**src/rtl/count_capture_pkg.sv**
```systemverilog
// ---------------------------------------------------------------------------
// count_capture_pkg
// Shared types and helpers for the count_capture block.
//   stat_cnt_t : 16-bit status counter type (drop and step-error counts)
//   STAT_MAX   : saturation value of a status counter
//   ptr_w()    : FIFO pointer width, one wrap bit above the index bits
//   sat_inc()  : saturating increment for status counters
// ---------------------------------------------------------------------------
package count_capture_pkg;

    typedef logic [15:0] stat_cnt_t;

    localparam stat_cnt_t STAT_MAX = 16'hFFFF;

    // The extra MSB lets full and empty be told apart when the index bits match.
    function automatic int ptr_w(input int depth);
        return $clog2(depth) + 1;
    endfunction

    // Status counters stick at all-ones instead of wrapping back to zero.
    function automatic stat_cnt_t sat_inc(input stat_cnt_t value);
        return (value == STAT_MAX) ? value : value + 16'd1;
    endfunction

endpackage

```
**src/rtl/count_capture_fifo.sv**
```systemverilog
// ---------------------------------------------------------------------------
// count_capture_fifo
// Synchronous FIFO with a registered head-of-queue output.
// Ports:
//   clk        in   clock, all logic on posedge
//   rst_n      in   internal active-low reset (pointers and output register)
//   push       in   write request; taken when not full or when popping
//   push_data  in   WIDTH-bit data to write
//   pop        in   read request; taken when not empty
//   full       out  DEPTH entries held
//   empty      out  no entries held
//   out_data   out  registered copy of the oldest entry (0 after reset)
// ---------------------------------------------------------------------------
module count_capture_fifo
    import count_capture_pkg::*;
#(
    parameter int WIDTH = 64,
    parameter int DEPTH = 8
) (
    input  logic             clk,
    input  logic             rst_n,
    input  logic             push,
    input  logic [WIDTH-1:0] push_data,
    input  logic             pop,
    output logic             full,
    output logic             empty,
    output logic [WIDTH-1:0] out_data
);

    localparam int PTR_W = ptr_w(DEPTH);
    localparam int IDX_W = PTR_W - 1;

    logic [WIDTH-1:0] mem [DEPTH];
    logic [PTR_W-1:0] wr_ptr;
    logic [PTR_W-1:0] rd_ptr;
    logic [PTR_W-1:0] wr_nxt;
    logic [PTR_W-1:0] rd_nxt;
    logic             do_push;
    logic             do_pop;
    logic             next_empty;
    logic [WIDTH-1:0] head_next;

    assign empty = (wr_ptr == rd_ptr);
    assign full  = (wr_ptr[PTR_W-1] != rd_ptr[PTR_W-1]) &&
                   (wr_ptr[IDX_W-1:0] == rd_ptr[IDX_W-1:0]);

    // A push into a full FIFO is only legal when the same cycle frees a slot.
    assign do_pop  = pop && !empty;
    assign do_push = push && (!full || do_pop);

    assign wr_nxt     = wr_ptr + PTR_W'(do_push);
    assign rd_nxt     = rd_ptr + PTR_W'(do_pop);
    assign next_empty = (wr_nxt == rd_nxt);

    // The only way the slot being written becomes the new head is when the
    // FIFO holds exactly one entry afterwards, so forward the push data then.
    assign head_next = (do_push && (wr_ptr[IDX_W-1:0] == rd_nxt[IDX_W-1:0]))
                     ? push_data : mem[rd_nxt[IDX_W-1:0]];

    // Storage is deliberately left without reset; only the pointers define
    // which entries are meaningful.
    always_ff @(posedge clk) begin
        if (do_push) begin
            mem[wr_ptr[IDX_W-1:0]] <= push_data;
        end
    end

    // Pointers wrap modulo 2*DEPTH naturally through their extra MSB. The
    // output register follows the head so the consumer sees a flop output.
    always_ff @(posedge clk or negedge rst_n) begin
        if (!rst_n) begin
            wr_ptr   <= '0;
            rd_ptr   <= '0;
            out_data <= '0;
        end else begin
            wr_ptr <= wr_nxt;
            rd_ptr <= rd_nxt;
            if ((do_push || do_pop) && !next_empty) begin
                out_data <= head_next;
            end
        end
    end

endmodule

```
**src/rtl/count_capture.sv**
```systemverilog
// ---------------------------------------------------------------------------
// count_capture
// Snapshots the upstream counter on trig, buffers snapshots in a FIFO and
// streams them out over valid/ready. Counts triggers lost to a full FIFO.
// Optional feature macro: COUNT_CHECK_EN enables a step checker that counts
// cycles where cnt_in did not advance by exactly one.
// Ports:
//   clk         in   clock, all logic on posedge
//   reset_n_in  in   asynchronous active-low reset, released through 2 flops
//   cnt_in      in   WIDTH-bit counter value, one per cycle
//   load_in     in   upstream load strobe (used by the step checker only)
//   trig        in   capture cnt_in this cycle
//   m_valid     out  snapshot available on m_data
//   m_ready     in   consumer accepts when m_valid && m_ready
//   m_data      out  oldest buffered snapshot
//   ovf         out  sticky flag, at least one trigger dropped
//   clr_ovf     in   clears ovf, drop_cnt and err_cnt
//   drop_cnt    out  saturating count of dropped triggers
//   err_cnt     out  saturating count of step errors (0 without the checker)
// ---------------------------------------------------------------------------
module count_capture
    import count_capture_pkg::*;
#(
    parameter int WIDTH = 64,
    parameter int DEPTH = 8
) (
    input  logic             clk,
    input  logic             reset_n_in,
    input  logic [WIDTH-1:0] cnt_in,
    input  logic             load_in,
    input  logic             trig,
    output logic             m_valid,
    input  logic             m_ready,
    output logic [WIDTH-1:0] m_data,
    output logic             ovf,
    input  logic             clr_ovf,
    output logic [15:0]      drop_cnt,
    output logic [15:0]      err_cnt
);

    logic [1:0] reset_sync;
    logic       rst_n;
    logic       fifo_full;
    logic       fifo_empty;
    logic       pop;
    logic       drop;

    // Reset asserts immediately but is released only after two clean clock
    // edges so every downstream flop leaves reset in the same cycle.
    always_ff @(posedge clk or negedge reset_n_in) begin
        if (!reset_n_in) begin
            reset_sync <= 2'b00;
        end else begin
            reset_sync <= {reset_sync[0], 1'b1};
        end
    end

    assign rst_n = reset_sync[1];

    // m_valid comes straight from the pointer registers, never from m_ready.
    assign m_valid = !fifo_empty;
    assign pop     = m_valid && m_ready;
    assign drop    = trig && fifo_full && !pop;

    count_capture_fifo #(
        .WIDTH (WIDTH),
        .DEPTH (DEPTH)
    ) u_fifo (
        .clk       (clk),
        .rst_n     (rst_n),
        .push      (trig),
        .push_data (cnt_in),
        .pop       (pop),
        .full      (fifo_full),
        .empty     (fifo_empty),
        .out_data  (m_data)
    );

    // A drop in the same cycle as a clear wins, so the lost sample is never
    // silently hidden by the clear.
    always_ff @(posedge clk or negedge rst_n) begin
        if (!rst_n) begin
            ovf      <= 1'b0;
            drop_cnt <= '0;
        end else if (drop) begin
            ovf      <= 1'b1;
            drop_cnt <= clr_ovf ? 16'd1 : sat_inc(drop_cnt);
        end else if (clr_ovf) begin
            ovf      <= 1'b0;
            drop_cnt <= '0;
        end
    end

`ifdef COUNT_CHECK_EN
    logic [WIDTH-1:0] prev_cnt;
    logic             primed;
    logic             load_d1;
    logic             load_d2;
    logic             step_err;
    stat_cnt_t        err_q;

    // A load reaches cnt_in through the upstream input register and the
    // counter itself, so the two cycles after a load may legally jump.
    assign step_err = primed && !load_d1 && !load_d2 &&
                      (cnt_in != prev_cnt + WIDTH'(1));

    // Track the previous count and tally unexpected steps; all-ones to zero
    // falls out of the modular add and is accepted.
    always_ff @(posedge clk or negedge rst_n) begin
        if (!rst_n) begin
            prev_cnt <= '0;
            primed   <= 1'b0;
            load_d1  <= 1'b0;
            load_d2  <= 1'b0;
            err_q    <= '0;
        end else begin
            prev_cnt <= cnt_in;
            primed   <= 1'b1;
            load_d1  <= load_in;
            load_d2  <= load_d1;
            if (step_err) begin
                err_q <= clr_ovf ? 16'd1 : sat_inc(err_q);
            end else if (clr_ovf) begin
                err_q <= '0;
            end
        end
    end

    assign err_cnt = err_q;
`else
    logic unused_load;

    assign unused_load = load_in;
    assign err_cnt     = 16'd0;
`endif

endmodule

```
**config.mk**
```make
export PLATFORM = sky130hd
export DESIGN_NAME = count_capture
export DESIGN_NICKNAME = d
export VERILOG_FILES = /design/src/rtl/count_capture_pkg.sv /design/src/rtl/count_capture_fifo.sv /design/src/rtl/count_capture.sv
export SDC_FILE = /design/constraint.sdc
export NUM_CORES = 1
export LEC_CHECK = 0
export CORE_UTILIZATION = 45
export DETAILED_ROUTE_END_ITERATION = 10
export GPL_ROUTABILITY_DRIVEN = 0
export PLACE_DENSITY = 0.66
export SYNTH_ARGS = -nofsm -noshare
export SYNTH_HDL_FRONTEND = slang
export SYNTH_HIERARCHICAL = 1
export SYNTH_SLANG_ARGS = --single-unit
```
**constraint.sdc**
```tcl
create_clock -name clk -period 2.75 [get_ports clk]
set_input_delay 0.6875 -clock clk [delete_from_list [all_inputs] [get_ports clk]]
set_output_delay 0.6875 -clock clk [all_outputs]
set_load 0.01 [all_outputs]
```
==> flow_summary_export.csv, run 1 <==
group,metric,value,unit
placement,dpl_cell_area,27900,sq um
critical_path,cp_slowest_stage_delay,0.40,ns
pwr,p_per_area,1430,nW/um^2
synthesis,syn_avg_cell_area,21.2,sq um
layout,nNetsFinal,1526,
status,violations,"DRC, setup timing",
pwr,p_total,44500,uW
synthesis,seq_area_frac_synth,0.733,
die,initial_core_util,0.457,
global_route,grt-ovfl-total,0,
sta,hold_viol_final,0,
sta,fin_skew,0.0234,ns
clock_network,root_buffer,"clkbuf_16",
flow_run,drv_cap,0,
critical_path,crit_chain,"xor2_1 -> nand4b_1 -> inv_2 -> nor2b_4 -> and2_4 -> ha_4 -> ha_4 -> buf_6 -> xor2_2 -> nor2_2 -> o2111ai_4 -> buf_6 -> buf_12 -> buf_16 -> mux2_4 -> mux2_4",
layout,syn2layout_area_growth,28.7,%
detailed_routing,drtPass1Iterations,8,
die,core_region_area,52800,sq um
critical_path,r2r_start,"u_fifo/rd_ptr[3]$_DFF_PN0_",
critical_path,r2r_setup_slack,-0.57,ns
critical_path,cp.buffers_inverters,5,
detailed_routing,vias,12126,
detailed_routing,drt_iter0_drc,979,
sta,finalCriticalPeriod,3.32,ns
layout,instances_no_fill,2194,
layout,final_area,31000,sq um
sta,rsz0062_at_grt,"true",
sta,period_share,1.21,
synthesis,synth.top_cell.area_share,0.638,
layout,drive_above_1_share,0.407,
pwr,p_int,31400,uW
sta,tightestPinTransition,0.569,ns
global_route,grt_max_degree,43,
synthesis,yosysTopAreaCell,"edfxtp_1",
synthesis,synth-edff-count,512,
synthesis,ys_types,50,
sta,clock.fmax,301,MHz
pwr,p_switching,13100,uW
synthesis,synthArstFlopShare,0.151,
die,rows,84,
sta,setup_violations,64,
synthesis,synth_area_leaders,"edfxtp_1, mux4_2, dfrtp_1",
detailed_routing,wl,53.5,mm
critical_path,path_max_fanout,8,
critical_path,crit_slowest_cell,"dfrtp_1",
synthesis,syn_inst,1138,
pwr,leakage,0.0109,uW
die,die_w,233,microns
clock_network,cts_tree,"yes",
pwr,power_frac_comb,0.528,
placement,port_buffers,150,
die,num_io_pins,168,
critical_path,setup.worst_path.class,"flop to flop",
global_route,antenna_found_initial,4,
critical_path,cp_data_arrival_time,3.82,ns
synthesis,syn_area,24100,sq um
clock_network,clockBufferDepth,3,
sta,final_max_slew_viol_count,0,
clock_network,clk_latency,0.62,ns
global_route,grt_usage,0.198,
detailed_routing,ant_nets,0,
detailed_routing,drt-vias-per-instance,5.53,
critical_path,cp.required,3.25,ns
global_route,grt_pass1_vias,12812,
global_route,grt_pass1_wl,79.9,mm
synthesis,ys_ff_latch,603,
die,die_h,233,microns
clock_network,h-tree-depth,2,
detailed_routing,drt-wirelength-per-cell,24.4,microns
critical_path,cp-end-kind,"flop",
synthesis,ys_warn_count,6,
placement,pre_cts_ws,-0.919,ns
placement,hpwl,30.7,mm
detailed_routing,route.detailed.drc,48,
synthesis,synth_ff_type,"edfxtp_1",
critical_path,start_kind,"flop",
sta,max_slew_margin,0.621,
die,die-area,54500,sq um
pwr,switching_share,0.294,
sta,holdWs,0.233,ns
clock_network,clock-sinks,603,
clock_network,clkTransAtPathRegs,0.06,ns
pwr,p_seq_frac,0.281,
pwr,vdd_drop_max,0.000905,V
sta,layout_setup_ws,-0.567,ns
critical_path,r2r_cells,16,
placement,dp.cells,2035,
critical_path,cp_top_family,"buffers and inverters",
pwr,clkPwrFrac,0.191,
critical_path,reg2reg_to,"u_fifo/out_data[62]$_DFFE_PN0P_",
min_path,hold_class,"input pin to asynchronous set/reset pin",
clock_network,cts_buffers,61,
status,status,"finished with violations",
-- logic make-up after synthesis --
| kind of cell | count (synthesis) | share of synthesized area |
|---|---|---|
| multiplexers | 321 | 0.210 |
| AO/OA/AOI/OAI | 36 | 0.0106 |
| adder cells (fa/ha/maj) | 5 | 0.00260 |
| XOR/XNOR | 15 | 0.00576 |
| buffers and inverters | 85 | 0.0204 |
| flip-flops | 603 | 0.733 |
| other | 2 | 0.000312 |
| AND/OR/NAND/NOR | 71 | 0.0179 |
-- registers in the layout, indices dropped and copies added, names as in the netlist --
| register | cells |
|---|---|
| drop_cnt | 16 |
| ovf | 1 |
| reset_sync | 2 |
| u_fifo/mem | 512 |
| u_fifo/out_data | 64 |
| u_fifo/rd_ptr | 4 |
| u_fifo/wr_ptr | 4 |
-- Yosys cell counts (all sizes together) (6+ instances only) --
library cell and count:
a21oi 10, nand3 8, mux4 128, nor3 8, o31ai 10, nand4 6
xnor2 9, dfrtp 91, mux2 192, buf 56, or4 12, xor2 6
nand2 9, clkbuf 18, edfxtp 512, inv 11
-- repair_timing --
| action | in CTS | in global routing |
|---|---|---|
| hold buffers | 0 | 0 |
| pin swaps | 2 | 2 |
| endpoints found under the setup margin | 65 | 67 |
| gates cloned | 8 | 7 |
| setup buffers | 21 | 8 |
| gates resized for setup | 83 | 36 |
-- per-layer routing --
metal / global-route usage / share of wire / up-vias
met1: 0.267 / 0.43 / 6476
met3: 0.0303 / 0.045 / 58
met5: 0 / 0.00022 / -
met2: 0.338 / 0.51 / 297
li1: - / - / 5293
met4: 0.0479 / 0.016 / 2
-- worst max-delay path by stage --
stage | depth (start not counted) | endpoint | from | slack, ns
after detailed placement | 10 | u_fifo/out_data[26]$_DFFE_PN0P_ | m_ready | -0.92
after global placement | 10 | u_fifo/out_data[26]$_DFFE_PN0P_ | m_ready | -0.93
final | 16 | u_fifo/out_data[62]$_DFFE_PN0P_ | u_fifo/rd_ptr[3]$_DFF_PN0_ | -0.57
after global routing | 16 | u_fifo/out_data[62]$_DFFE_PN0P_ | u_fifo/rd_ptr[3]$_DFF_PN0_ | -0.66
after CTS | 13 | u_fifo/out_data[19]$_DFFE_PN0P_ | u_fifo/wr_ptr[3]$_DFF_PN0_ | -0.55
after floorplan | 7 | u_fifo/mem[0][0]$_DFFE_PP_ | u_fifo/wr_ptr[0]$_DFF_PN0_ | -1.04
-- placed cells by master, fill, tap and decap left out, types with 4 or more instances in the layout --
cell type and count:
a21oi_1 10, a31oi_1 4, buf_12 52, buf_16 13
buf_4 70, buf_6 15, buf_8 4, bufinv_16 8
clkbuf_1 14, clkbuf_16 69, clkbuf_8 6, clkdlybuf4s50_1 149
clkinv_1 5, clkinv_2 11, clkinvlp_4 6, conb_1 17
dfrtp_1 90, edfxtp_1 512, inv_1 9, mux2_2 102
mux2_4 90, mux4_2 128, nand2_1 8, nand2b_1 4
nand3_1 8, nand4_1 5, nor3_1 4, nor3_4 4
o31ai_1 10, or4_1 10, xnor2_2 5, xor2_1 5
-- power by group through the flow --
stage	Combinational [uW]	Clock, uW	Sequential, uW
floorplan	13600	0	12800
global placement	19400	0	12600
detailed placement	19600	0	12700
CTS	22600	8670	12500
global route	24900	9000	12700
finish	23500	8490	12500
-- area by class of cell --
class                      count  area [sq um]
inverter                      11          41.3
clock buffer                  83          1710
antenna                        3          7.51
clock inverter                32           377
fill                        3839         21800
timing repair buffer         309          3790
sequential                   603         17700
tap                          688           861
multi-input combinational    465          6560
-- worst register-to-register path, stage by stage, from the launching register on --
cell       delay [ns]
dfrtp_1          0.40
xor2_1           0.19
nand4b_1         0.24
inv_2            0.12
nor2b_4          0.04
and2_4           0.16
ha_4             0.16
ha_4             0.25
buf_6            0.14
xor2_2           0.17
nor2_2           0.17
o2111ai_4        0.15
buf_6            0.17
buf_12           0.13
buf_16           0.15
mux2_4           0.30
mux2_4           0.25
-- per-stage QoR --
stage	utilization	setup TNS (ns)
after floorplan	-	-255.35
after global placement	0.528	-76.53
after detailed placement	0.528	-73.79
after CTS	0.582	-32.36
after global routing	0.588	-38.85
final	0.588	-32.75
Note: power is estimated with default switching activity, not from simulation.
==> run 2: changes to the inputs <==
--- a/config.mk
+++ b/config.mk
@@ -8,7 +8,6 @@
 export CORE_UTILIZATION = 45
 export DETAILED_ROUTE_END_ITERATION = 10
 export GPL_ROUTABILITY_DRIVEN = 0
-export PLACE_DENSITY = 0.66
 export SYNTH_ARGS = -nofsm -noshare
 export SYNTH_HDL_FRONTEND = slang
 export SYNTH_HIERARCHICAL = 1
==> constraint.sdc (replaced) <==
create_clock -name clk -period 3.3 [get_ports clk]
set_input_delay 0.66 -clock clk [delete_from_list [all_inputs] [get_ports clk]]
set_output_delay 0.66 -clock clk [all_outputs]
set_load 0.01 [all_outputs]
==> run 2 against run 1 <==
The flow still finishes with violations (DRC, setup timing); global-route usage shrank 0.81 points; worst setup slack gained 0.54 ns; utilization shrank 1.9 points.
==> flow_summary_export.csv, run 2 (synthesized netlist as in run 1, its figures left out) <==
group,metric,value,unit
critical_path,r2r_setup_slack,-0.03,ns
critical_path,setup.worst_path.class,"flop to flop",
status,status,"finished with violations",
sta,tightestPinTransition,0.718,ns
die,initial_core_util,0.457,
die,num_io_pins,168,
die,die-area,54500,sq um
critical_path,cp-end-kind,"flop",
clock_network,cts_buffers,61,
sta,setup_violations,11,
detailed_routing,drt-wirelength-per-cell,24.0,microns
clock_network,clockBufferDepth,3,
critical_path,path_max_fanout,9,
critical_path,r2r_cells,12,
global_route,antenna_found_initial,2,
layout,final_area,30000,sq um
die,die_h,233,microns
clock_network,h-tree-depth,2,
status,violations,"DRC, setup timing",
clock_network,clkTransAtPathRegs,0.06,ns
pwr,p_per_area,1170,nW/um^2
detailed_routing,drt_iter0_drc,670,
layout,final_common_cell,"edfxtp_1",
die,core_region_area,52800,sq um
placement,dp.cells,1988,
pwr,leakage,0.0102,uW
critical_path,r2r_start,"u_fifo/rd_ptr[3]$_DFF_PN0_",
min_path,hold_class,"input pin to asynchronous set/reset pin",
detailed_routing,drtPass1Iterations,8,
layout,drive_above_1_share,0.382,
sta,hold_viol_final,0,
sta,fin_skew,0.0241,ns
sta,period_share,1.01,
placement,hpwl,27.6,mm
layout,layout_common_cells,"edfxtp_1, mux2_2, clkdlybuf4s50_1",
sta,rsz0062_at_grt,"true",
die,rows,84,
pwr,vdd_drop_max,0.000732,V
placement,dpl_cell_area,27200,sq um
sta,clock.fmax,300,MHz
detailed_routing,drt-vias-per-instance,5.54,
layout,nNetsFinal,1464,
flow_run,drv_cap,0,
sta,max_slew_margin,0.521,
clock_network,clk_latency,0.62,ns
layout,instances_no_fill,2131,
global_route,grt_pass1_wl,76.4,mm
detailed_routing,route.detailed.drc,42,
clock_network,clock-sinks,603,
clock_network,hold_buffers,0,
sta,layout_setup_ws,-0.0312,ns
critical_path,reg2reg_to,"u_fifo/out_data[56]$_DFFE_PN0P_",
sta,final_max_slew_viol_count,0,
die,die_w,233,microns
global_route,grt-ovfl-total,0,
layout,final_core_util,0.569,
clock_network,cts_tree,"yes",
detailed_routing,ant_nets,0,
global_route,grt_pass1_vias,12425,
clock_network,root_buffer,"clkbuf_16",
detailed_routing,wl,51.1,mm
critical_path,cp_data_arrival_time,3.83,ns
global_route,grt_max_degree,65,
placement,port_buffers,150,
critical_path,cp.required,3.80,ns
critical_path,start_kind,"flop",
layout,syn2layout_area_growth,24.6,%
global_route,grt_usage,0.190,
detailed_routing,vias,11812,
layout,largest_reg_flops,512,
sta,finalCriticalPeriod,3.33,ns
## run 2: cell types whose count changed in the layout (fill, tap and decap cells not counted), sizes merged
cell           previous run  this run
buf                     154        91
clkinv                   16        23
diode                     3         2
clkdlybuf4s50           149       150
clkinvlp                  6         4
inv                      13        11
bufinv                    8        14
clkbuf                   89        80
## run 2: through the flow
stage	hold slack [ns]	TNS [ns]	setup slack, ns	total power (uW)
6_report	0.221	-0.150	-0.0312	35100
5_1_grt	0.187	-6.74	-0.159	36800
4_1_cts	0.183	-0.115	-0.0297	34500
3_5_place_dp	0.336	-14.81	-0.307	25900
3_3_place_gp	0.337	-13.80	-0.291	25700
2_1_floorplan	0.331	-45.94	-0.490	21100
## run 2: area by class of cell
type,count,area [sq um]
antenna,2,5.00
clock buffer,74,1670
clock inverter,41,574
fill,3921,22800
inverter,11,41.3
multi-input combinational,465,6310
sequential,603,17700
tap,688,861
timing repair buffer,247,2900
## run 2: how the worst max path moves through the flow
stage,start,to,slack (ns),cells past startpoint
after floorplan,u_fifo/wr_ptr[0]$_DFF_PN0_,u_fifo/mem[0][0]$_DFFE_PP_,-0.49,7
after global placement,m_ready,u_fifo/out_data[54]$_DFFE_PN0P_,-0.29,9
after detailed placement,m_ready,u_fifo/out_data[54]$_DFFE_PN0P_,-0.31,9
after CTS,u_fifo/rd_ptr[3]$_DFF_PN0_,u_fifo/out_data[14]$_DFFE_PN0P_,-0.03,12
after global routing,u_fifo/rd_ptr[3]$_DFF_PN0_,u_fifo/out_data[56]$_DFFE_PN0P_,-0.16,12
final,u_fifo/rd_ptr[3]$_DFF_PN0_,u_fifo/out_data[56]$_DFFE_PN0P_,-0.03,12
## run 2: what timing repair did
action,in CTS,in global routing
resized for setup,24,25
gates cloned,4,7
endpoints found under the setup margin,26,64
setup buffers,8,8
pin swaps,0,1
## run 2: layer usage
layer	vias up	part of all wire	global-route usage
li1	5155	-	-
met1	6348	0.43	0.250
met2	231	0.51	0.328
met3	76	0.039	0.0333
met4	2	0.018	0.0446
met5	-	0.00018	0
## run 2: critical path, cell delays in order (launching register included)
cell and delay, ns:
dfrtp_1 0.41, xor2_2 0.19, nand4b_1 0.25, inv_2 0.12, nor2b_4 0.04, and2_4 0.14, ha_4 0.36, buf_12 0.18
buf_12 0.15, mux4_2 0.51, mux2_2 0.30, mux2_4 0.29, mux2_2 0.27
## run 2: report_power, final
group	internal, uW	leakage [uW]	total [uW]	switching [uW]
Clock	4680	0.00110	7570	2900
Combinational	10200	0.00339	17100	6940
Sequential	9890	0.00575	10400	466
Total	24800	0.0102	35100	10300
